`src/rtl/llc_req_scheduler.sv`:
```
// llc_req_scheduler
//   Front-end sequencer for the last-level cache model. Arbitrates L1 processor
//   requests against bus-snoop requests for the single lookup/MESI engine. When
//   the engine asks for it, the scheduler runs one bus transaction and hands the
//   snoop result back to the engine as a fill. It also keeps hit/miss/read/write
//   statistics. Only one transaction is in flight at a time.
//
// Ports
//   clk, rst                     clock (rising edge), async active-high reset
//   l1_valid/ready/op/addr       L1 request handshake (op 0 rd, 1 wr, 2 ifetch)
//   snp_valid/ready/op/addr      snoop request handshake (op 0..3)
//   lk_valid/op/addr             lookup request to the cache engine
//   lk_done/hit/need_bus/bus_op  lookup result from the engine
//   bus_valid/op/addr            bus transaction request
//   bus_ack/bus_snoop            bus completion and snoop result
//   fill_valid/fill_snoop        snoop result returned to the engine
//   busy                         scheduler not idle
//   clr_stats                    synchronous clear of the statistics counters
//   hit_cnt/miss_cnt/rd_cnt/wr_cnt  saturating statistics counters
module llc_req_scheduler #(
    parameter int unsigned ADDR_W     = 32,
    parameter int unsigned CNT_W      = 32,
    parameter int unsigned STARVE_LIM = 4
) (
    input  logic              clk,
    input  logic              rst,
    input  logic              l1_valid,
    output logic              l1_ready,
    input  logic [1:0]        l1_op,
    input  logic [ADDR_W-1:0] l1_addr,
    input  logic              snp_valid,
    output logic              snp_ready,
    input  logic [1:0]        snp_op,
    input  logic [ADDR_W-1:0] snp_addr,
    output logic              lk_valid,
    output logic [2:0]        lk_op,
    output logic [ADDR_W-1:0] lk_addr,
    input  logic              lk_done,
    input  logic              lk_hit,
    input  logic              lk_need_bus,
    input  logic [1:0]        lk_bus_op,
    output logic              bus_valid,
    output logic [1:0]        bus_op,
    output logic [ADDR_W-1:0] bus_addr,
    input  logic              bus_ack,
    input  logic [1:0]        bus_snoop,
    output logic              fill_valid,
    output logic [1:0]        fill_snoop,
    output logic              busy,
    input  logic              clr_stats,
    output logic [CNT_W-1:0]  hit_cnt,
    output logic [CNT_W-1:0]  miss_cnt,
    output logic [CNT_W-1:0]  rd_cnt,
    output logic [CNT_W-1:0]  wr_cnt
);

    localparam int unsigned    SW         = (STARVE_LIM < 1) ? 1 : $clog2(STARVE_LIM + 1);
    localparam logic [SW-1:0]  STARVE_MAX = SW'(STARVE_LIM);

    typedef enum logic [1:0] {IDLE, LOOKUP, BUS, FILL} state_t;

    state_t            state_q, state_d;
    logic [SW-1:0]     starve_q, starve_d;
    logic [2:0]        op_q, op_d;
    logic [ADDR_W-1:0] addr_q, addr_d;
    logic [1:0]        bus_op_q, bus_op_d;
    logic [1:0]        snoop_q, snoop_d;
    logic [CNT_W-1:0]  hit_q, miss_q, rd_q, wr_q;
    logic              grant_snp, grant_l1, lk_fire;

    function automatic logic [CNT_W-1:0] sat_inc(input logic [CNT_W-1:0] v);
        return (v == '1) ? v : v + 1'b1;
    endfunction

    // Snoops win by default; a waiting L1 request wins once STARVE_LIM
    // consecutive snoops have been granted over it.
    always_comb begin
        grant_snp = (state_q == IDLE) && snp_valid && !(l1_valid && (starve_q == STARVE_MAX));
        grant_l1  = (state_q == IDLE) && l1_valid && !grant_snp;
        lk_fire   = (state_q == LOOKUP) && lk_done;
    end

    always_comb begin
        state_d  = state_q;
        starve_d = starve_q;
        op_d     = op_q;
        addr_d   = addr_q;
        bus_op_d = bus_op_q;
        snoop_d  = snoop_q;
        unique case (state_q)
            IDLE: begin
                if (grant_snp) begin
                    op_d    = {1'b0, snp_op} + 3'd3;
                    addr_d  = snp_addr;
                    state_d = LOOKUP;
                    if (!l1_valid)
                        starve_d = '0;
                    else if (starve_q != STARVE_MAX)
                        starve_d = starve_q + 1'b1;
                end else if (grant_l1) begin
                    op_d     = {1'b0, l1_op};
                    addr_d   = l1_addr;
                    starve_d = '0;
                    state_d  = LOOKUP;
                end
            end
            LOOKUP: begin
                if (lk_done) begin
                    if (lk_need_bus) begin
                        bus_op_d = lk_bus_op;
                        state_d  = BUS;
                    end else begin
                        state_d = IDLE;
                    end
                end
            end
            BUS: begin
                if (bus_ack) begin
                    snoop_d = (bus_snoop == 2'd3) ? 2'd0 : bus_snoop;
                    state_d = FILL;
                end
            end
            FILL: state_d = IDLE;
            default: state_d = IDLE;
        endcase
    end

    always_ff @(posedge clk or posedge rst) begin
        if (rst) begin
            state_q  <= IDLE;
            starve_q <= '0;
            op_q     <= '0;
            addr_q   <= '0;
            bus_op_q <= '0;
            snoop_q  <= '0;
        end else begin
            state_q  <= state_d;
            starve_q <= starve_d;
            op_q     <= op_d;
            addr_q   <= addr_d;
            bus_op_q <= bus_op_d;
            snoop_q  <= snoop_d;
        end
    end

    // Snoop opcodes (3..6) only contribute to hit/miss.
    always_ff @(posedge clk or posedge rst) begin
        if (rst) begin
            hit_q  <= '0;
            miss_q <= '0;
            rd_q   <= '0;
            wr_q   <= '0;
        end else if (clr_stats) begin
            hit_q  <= '0;
            miss_q <= '0;
            rd_q   <= '0;
            wr_q   <= '0;
        end else if (lk_fire) begin
            if (lk_hit) hit_q  <= sat_inc(hit_q);
            else        miss_q <= sat_inc(miss_q);
            if ((op_q == 3'd0) || (op_q == 3'd2)) rd_q <= sat_inc(rd_q);
            if (op_q == 3'd1)                     wr_q <= sat_inc(wr_q);
        end
    end

    assign snp_ready  = grant_snp;
    assign l1_ready   = grant_l1;
    assign lk_valid   = (state_q == LOOKUP);
    assign lk_op      = op_q;
    assign lk_addr    = addr_q;
    assign bus_valid  = (state_q == BUS);
    assign bus_op     = bus_op_q;
    assign bus_addr   = addr_q;
    assign fill_valid = (state_q == FILL);
    assign fill_snoop = snoop_q;
    assign busy       = (state_q != IDLE);
    assign hit_cnt    = hit_q;
    assign miss_cnt   = miss_q;
    assign rd_cnt     = rd_q;
    assign wr_cnt     = wr_q;

endmodule

```
`config.mk`:
```
export PLATFORM = sky130hd
export DESIGN_NAME = llc_req_scheduler
export DESIGN_NICKNAME = d
export VERILOG_FILES = /design/src/rtl/llc_req_scheduler.sv
export SDC_FILE = /design/constraint.sdc
export NUM_CORES = 1
export LEC_CHECK = 0
export BUFFER_PORTS_ARGS = -buffer_cell sky130_fd_sc_hd__buf_2
export CAP_MARGIN = 20
export CORE_ASPECT_RATIO = 1.1
export CORE_MARGIN = 1
export CORE_UTILIZATION = 57
export CTS_CLUSTER_SIZE = 25
export DETAILED_ROUTE_END_ITERATION = 8
export PLACE_DENSITY = 0.85
export SETUP_SLACK_MARGIN = 0.15
export SLEW_MARGIN = 20
export SYNTH_ARGS = -nofsm -noshare
export SYNTH_HDL_FRONTEND = slang
export SYNTH_SLANG_ARGS = --single-unit
```
`constraint.sdc`:
```
create_clock -name clk -period 8.5 [get_ports clk]
set_clock_uncertainty 0.05 [all_clocks]
set_input_delay 0.425 -clock clk [delete_from_list [all_inputs] [get_ports clk]]
set_output_delay 0.425 -clock clk [all_outputs]
set_load 0.02 [all_outputs]
```
# ---- After elaboration in Yosys (flattened, before gate mapping)
# Cells that the tools add are included.
dict set report totals {
  register_bits 172
  input_bits 81
  out_inout_bits 205
  word_cells 94
}
dict set report classes {
  add_sub_neg 6
  eq_ne 21
  mux 31
  reduce_logical 26
}
# op n
set op_table {}
lappend op_table {{$mux W32} 18}
lappend op_table {{$add A32 B1 Y32 const B} 4}
lappend op_table {{$eq A32 B32 Y1 const B} 4}
lappend op_table {{$reduce_and A3 Y1} 7}
lappend op_table {{$mux W3} 6}
lappend op_table {{$mux W2} 6}
lappend op_table {{$reduce_bool A2 Y1} 6}
lappend op_table {{$ne A2 B2 Y1 const B} 4}
lappend op_table {{$pmux W2 S4} 1}
lappend op_table {{$eq A2 B2 Y1 const B} 3}
lappend op_table {{$logic_and A1 B1 Y1} 6}
lappend op_table {{$ne A2 B1 Y1 const B} 3}
lappend op_table {{$ne A3 B3 Y1 const B} 2}
lappend op_table {{$reduce_and A2 Y1} 2}
lappend op_table {{$add A2 B2 Y3 const B} 1}
lappend op_table {{$add A3 B1 Y3 const B} 1}
lappend op_table {{$eq A3 B1 Y1 const B} 1}
lappend op_table {{$eq A3 B2 Y1 const B} 1}
lappend op_table {{$eq A3 B3 Y1 const B} 1}
lappend op_table {{$logic_not A3 Y1} 1}
lappend op_table {{$ne A3 B2 Y1 const B} 1}
lappend op_table {{$eq A2 B1 Y1 const B} 1}
lappend op_table {{$logic_not A1 Y1} 2}
lappend op_table {{$logic_not A2 Y1} 1}
lappend op_table {{$logic_or A1 B1 Y1} 1}

# ---- Longest topological paths before layout
dict set report depth {
  word_depth 9
  mapped_depth 8
  mapped_depth_nobuf 7
}

# ---- Worst setup path before layout
# OpenSTA, ideal clock, no wires.
dict set report synth_timing {
  path_type {reg2reg}
  start {register rd_q[0], in the netlist rd_cnt[0]}
  end {register rd_q[1], in the netlist rd_cnt[1]}
  setup_ps 132
  arrival_ps 2132
  required_time_ps 8318
  path_slack_ps 6186
  stages_incl_launch_ff 8
  n_path_buf 1
  synth_period_minus_slack_ps 2314
  path_cell_list {dfrtp_1 > ha_1 > nand3_1 > or2_2 > o31ai_2 > clkbuf_1 > mux2i_1 > nor2_1}
}
dict set report synth_via {
  elab_chain_len 5
  elab_cells_between_ends 8
  classes_between {add/sub (1); eq/ne (2); mux (4); reduce/logical (1)}
}
# item line_no
set synth_rtl {}
lappend synth_rtl {{from (decl)} 68} ;# logic [CNT_W-1:0] hit_q, miss_q, rd_q, wr_q;
lappend synth_rtl {{from (signal assigned)} 161} ;# if ((op_q == 3'd0) || (op_q == 3'd2)) rd_q <= sat_inc(rd_q);
lappend synth_rtl {{$add A32 B1 Y32} 72} ;# return (v == '1) ? v : v + 1'b1;
lappend synth_rtl {{$mux W32} 72}
lappend synth_rtl {{$mux W32} 161}
lappend synth_rtl {{$mux W32} 158} ;# end else if (lk_fire) begin
lappend synth_rtl {{$mux W32} 153} ;# end else if (clr_stats) begin
# Parallel ways exist; a longest one is shown, timed or not. The select of a mux whose other input is x is not followed.
# A chain may end at the register's enable or synchronous reset.

# ---- Worst setup path after layout
dict set report layout_timing {
  start {register wr_q[23], in the netlist wr_cnt[23]}
  end {register wr_q[23], in the netlist wr_cnt[23]}
}
dict set report layout_via {
  elab_chain_len 5
  elab_cells_between_ends 8
  classes_between {add/sub (1); eq/ne (2); mux (4); reduce/logical (1)}
}
# item line_no
set layout_rtl {}
lappend layout_rtl {{from (decl)} 68}
lappend layout_rtl {{from (signal assigned)} 162} ;# if (op_q == 3'd1) wr_q <= sat_inc(wr_q);
lappend layout_rtl {{$add A32 B1 Y32} 72}
lappend layout_rtl {{$mux W32} 72}
lappend layout_rtl {{$mux W32} 162}
lappend layout_rtl {{$mux W32} 158}
lappend layout_rtl {{$mux W32} 153}
# Parallel ways exist; a longest one is shown, timed or not. The select of a mux whose other input is x is not followed.

==> results <==
- The flow ran to the end, and the final reports show no timing, DRC or antenna violations.
- In this run the mean area of a mapped cell was 9.27 sq um.
- The total via count in the routed design is 9,345.
- Once the floorplan was initialized, standard cells occupied 58.7% of the core.
- For this run, the number of Yosys warnings is 0.
- The type of destination of the critical path is a register.
- The deepest level of the CTS H-tree is 4.
- The net total in the final layout is 1,365.
- The number of flops mapped to enable cells by yosys is 0.
- Timing would allow up to 0.347 GHz.
- The maximum vdd drop is 231 uV.
- In the global route stage, overall resource usage came out at 31.3%.
- At the placement stage, the worst setup path has a slack of 5730 ps.
- After layout, the worst setup slack is 5620 ps.
- The cell area that synthesis handed to floorplanning was 9690 sq um.
- The number of buffers inserted for hold repair after clock tree synthesis is 0.
- The worst register-to-register path begins at wr_cnt[23].
- The CTS tree is yes.
- Data on the critical path arrives at its endpoint at 3100 ps.
- The worst register-to-register path ends at wr_cnt[23].
- In the final timing run, aggregate negative setup slack is 0 ps.
- The worst path in the final design needs a cycle of 2880 ps, including I/O delays and setup.
- The clock-pin transition on the worst setup and hold timing paths is 70 ps.
- The total overflow left after global routing is 0.
- The die footprint is 17,500 sq um.
- The measured slew at the worst slew-check pin is 977 ps.
- The via count of the first global-routing pass came to 8,710.
- Counting flops and latches in the post-synthesis netlist gives 172.
- No sink is reached through more buffers than the 2 on the longest clock path.
- The type of the setup path with the least slack is reg2reg.
- In the final layout, the share of cells above drive strength 1 is 28.3%.
- The startpoint of the worst setup timing path is wr_cnt[23].
- The proportion of register bits with asynchronous set or reset after synthesis is 100%.
- The number of gates given a new drive strength after cts is 0.
- The post-CTS setup-driven buffer insertion count is 0.
- For this run, the register share of the synthesized area comes to 44.4%.
- The detail route stage leaves a number of antenna-violating nets equal to 0.
- The height of the die is 139 microns.
- Counting every sink on the clock net gives 172.
- The worst setup path is launched from a register.
- The number of nets produced by synthesis is 1,133.
- The count of final max-slew check failures was 0.
- The hold slack is 140 ps.
- The first-pass GRT wire length is 44.0 mm.
- The number of hold violations in the final report is 0.
- The worst-case headroom to the max-slew limit is 34.3%.
- The areal power density over the cells is 225 nW/um^2.
- The number of placed instances, taps included, is 1,462.
- Of the available clock period, the critical path in the final layout requires 33.9%.
- The setup violation total in the final timing report is 0.
- Measured along the x axis, the die boundary spans 126 microns.
- The final routed wire length divided by cell count is 18.2 microns.
- In this run the count of I/O pins placed on the die edge is 286.
- The detailed-routing iteration count for the pre-antenna-repair pass is 8.
- Along the worst path, the maximum fanout reaches 13.
- The final weighted congestion in routability-driven placement is 0.912.
- For the worst setup path, the data required time is 8720 ps.
- The number of buffers inserted by port buffering is 285.
- The clock reaches the later pin of the worst-skew pair after 430 ps.
- Cells fill 70.4% of the core in the end.
- The worst register-to-register path has a depth of 6.
- The number of DRC violations after detailed routing is 0.
- Counting the buffers created by CTS gives 17.
- The worst min-delay path class is in2async.
- The distinct cell type count after synthesis is 56.
- Dividing the detail-routed via count by the number of cells gives 6.23.
- After the first detailed-routing iteration, the DRC count stood at 741.
- The total of max-cap violations is 0.
- The total area inside the core boundary comes to 16,500 sq um.
- Setup slack on the worst reg-to-reg path comes out at 5620 ps.
- The sum of routed wire length over all layers is 27.3 mm.
- The analysis attributes to cell leakage a power of 5.14 nW.
- The initial antenna violation count is 5.
- After legalization and detailed placement, the total HPWL measured 19.2 mm.
- The gate count of the mapped netlist is 1,045.
- Setup repair after global routing left no endpoint under its margin.
- The library cell used as clock root buffer is sky130_fd_sc_hd__clkbuf_16.
- The layout overhead on the synthesized area is 19.9%.
- Entering global routing, the biggest net connects 102 pins.
- After floorplanning, the core was divided into 49 placement rows.
- The finished layout holds 1,499 standard cells, fillers aside.
- The top flip-flop cell by instance count after synthesis is sky130_fd_sc_hd__dfrtp_1.
==> power breakdown <==
group / switching, mW / internal, mW / leakage, nW
sequential: 0.0980 / 0.924 / 2.33
clock: 0.336 / 0.481 / 0.293
combinational: 0.512 / 0.260 / 2.51
==> worst max-delay path: stages, from the launching register on <==
cell	delay, ps
sky130_fd_sc_hd__dfrtp_1	470
sky130_fd_sc_hd__nand4_1	270
sky130_fd_sc_hd__or4_4	620
sky130_fd_sc_hd__o31ai_2	810
sky130_fd_sc_hd__buf_4	310
sky130_fd_sc_hd__or4_1	150
sky130_fd_sc_hd__a21oi_2	60
==> worst max path at each step <==
stage | to | cells after the start | slack (ps)
floorplan | async pin | 1 | 3360
global placement | wr_cnt[23] | 6 | 5830
detailed placement | wr_cnt[21] | 7 | 5730
CTS | wr_cnt[23] | 6 | 5670
finish | wr_cnt[23] | 6 | 5620
global route | wr_cnt[6] | 6 | 5470
==> flip-flops by register name, summed over array words and instances (netlist names), 2 cells and up, named ones only <==
name and cells:
starve_q 3, lk_op 3, wr_cnt 32, fill_snoop 2, hit_cnt 32, rd_cnt 32, miss_cnt 32, bus_op 2
bus_addr 32
==> cell usage after synthesis (5+ instances only) <==
library cell	number	area share, %
sky130_fd_sc_hd__a21oi_2	5	0.45
sky130_fd_sc_hd__mux2i_1	37	3.8
sky130_fd_sc_hd__mux2_2	7	0.81
sky130_fd_sc_hd__o311ai_0	7	0.63
sky130_fd_sc_hd__buf_4	34	2.6
sky130_fd_sc_hd__and3_1	22	1.4
sky130_fd_sc_hd__and4_1	24	2.2
sky130_fd_sc_hd__o21ai_0	74	3.8
sky130_fd_sc_hd__o41ai_1	9	0.81
sky130_fd_sc_hd__xor2_1	9	0.81
sky130_fd_sc_hd__nor3_1	15	0.78
sky130_fd_sc_hd__clkbuf_1	34	1.3
sky130_fd_sc_hd__nand2b_1	5	0.32
sky130_fd_sc_hd__xnor2_1	17	1.5
sky130_fd_sc_hd__and2_1	10	0.65
sky130_fd_sc_hd__nand3_1	57	2.9
sky130_fd_sc_hd__nand4b_1	7	0.63
sky130_fd_sc_hd__nand4_1	38	2.5
sky130_fd_sc_hd__ha_1	7	0.90
sky130_fd_sc_hd__a21oi_1	85	4.4
sky130_fd_sc_hd__or3_1	40	2.6
sky130_fd_sc_hd__o31ai_1	41	3.2
sky130_fd_sc_hd__buf_2	8	0.41
sky130_fd_sc_hd__or4_1	38	2.9
sky130_fd_sc_hd__nor2b_1	8	0.52
sky130_fd_sc_hd__nand2_1	93	3.6
sky130_fd_sc_hd__nor4_1	8	0.52
sky130_fd_sc_hd__nor2_1	58	2.2
sky130_fd_sc_hd__dfrtp_1	172	44
sky130_fd_sc_hd__a211oi_1	6	0.47
sky130_fd_sc_hd__inv_1	22	0.85
sky130_fd_sc_hd__or2_2	9	0.58
==> stage by stage <==
step | cell area [sq um] | power (mW)
floorplan | 9690 | 1.62
CTS | 11600 | 2.62
global placement | 11000 | 1.79
global route | 11600 | 2.72
detailed placement | 11000 | 1.80
finish | 11600 | 2.61
==> cell usage in the layout (no fill, tap or decap), types with 6 or more instances in the layout <==
master                      count
sky130_fd_sc_hd__a211oi_1       6
sky130_fd_sc_hd__a21oi_1       85
sky130_fd_sc_hd__and2_1         9
sky130_fd_sc_hd__and3_1        21
sky130_fd_sc_hd__and4_1        24
sky130_fd_sc_hd__buf_2        284
sky130_fd_sc_hd__buf_4          9
sky130_fd_sc_hd__clkbuf_16     17
sky130_fd_sc_hd__dfrtp_1      172
sky130_fd_sc_hd__ha_1           7
sky130_fd_sc_hd__inv_1         21
sky130_fd_sc_hd__mux2_2         7
sky130_fd_sc_hd__mux2i_1       37
sky130_fd_sc_hd__nand2_1       93
sky130_fd_sc_hd__nand3_1       57
sky130_fd_sc_hd__nand4_1       38
sky130_fd_sc_hd__nand4b_1       7
sky130_fd_sc_hd__nor2_1        58
sky130_fd_sc_hd__nor2b_1        8
sky130_fd_sc_hd__nor3_1        15
sky130_fd_sc_hd__nor4_1         8
sky130_fd_sc_hd__o21ai_0       74
sky130_fd_sc_hd__o311ai_0       6
sky130_fd_sc_hd__o31ai_1       41
sky130_fd_sc_hd__o41ai_1        9
sky130_fd_sc_hd__or2_2          9
sky130_fd_sc_hd__or3_1         40
sky130_fd_sc_hd__or4_1         38
sky130_fd_sc_hd__xnor2_1       17
sky130_fd_sc_hd__xor2_1         9
==> kinds of logic (layout without fill, tap and decap cells) <==
family | Yosys count | in the layout | synth area share [%]
DFF | 172 | 172 | 44.4
AOI/OAI and AO/OA | 245 | 245 | 15.5
muxes | 45 | 45 | 4.75
adders and majority gates | 7 | 7 | 0.904
other | 0 | 5 | 0
buffers and inverters | 102 | 347 | 5.62
and+or+nand+nor | 448 | 448 | 26.5
xor gates and xnor gates | 26 | 26 | 2.35
==> per-layer routing <==
metal	global-route usage, %	part of all wire (%)	wire, microns	vias to the layer above
li1	-	-	-	4367
met1	39.5	40	10900	4471
met2	51.5	49	13500	422
met3	4.67	6.2	1700	85
met4	17.6	4.6	1250	0
met5	0	0	0	-
==> area by class of cell <==
class | count | area (sq um)
clock buffers | 20 | 457
flip-flops and latches | 172 | 4300
well taps | 204 | 255
multi-input cells | 771 | 4850
repair buffers | 293 | 1490
inverters | 22 | 87.6
fillers | 1292 | 4880
diodes | 5 | 12.5
clock inverters | 12 | 161
Note: power is estimated with default switching activity, not from simulation.
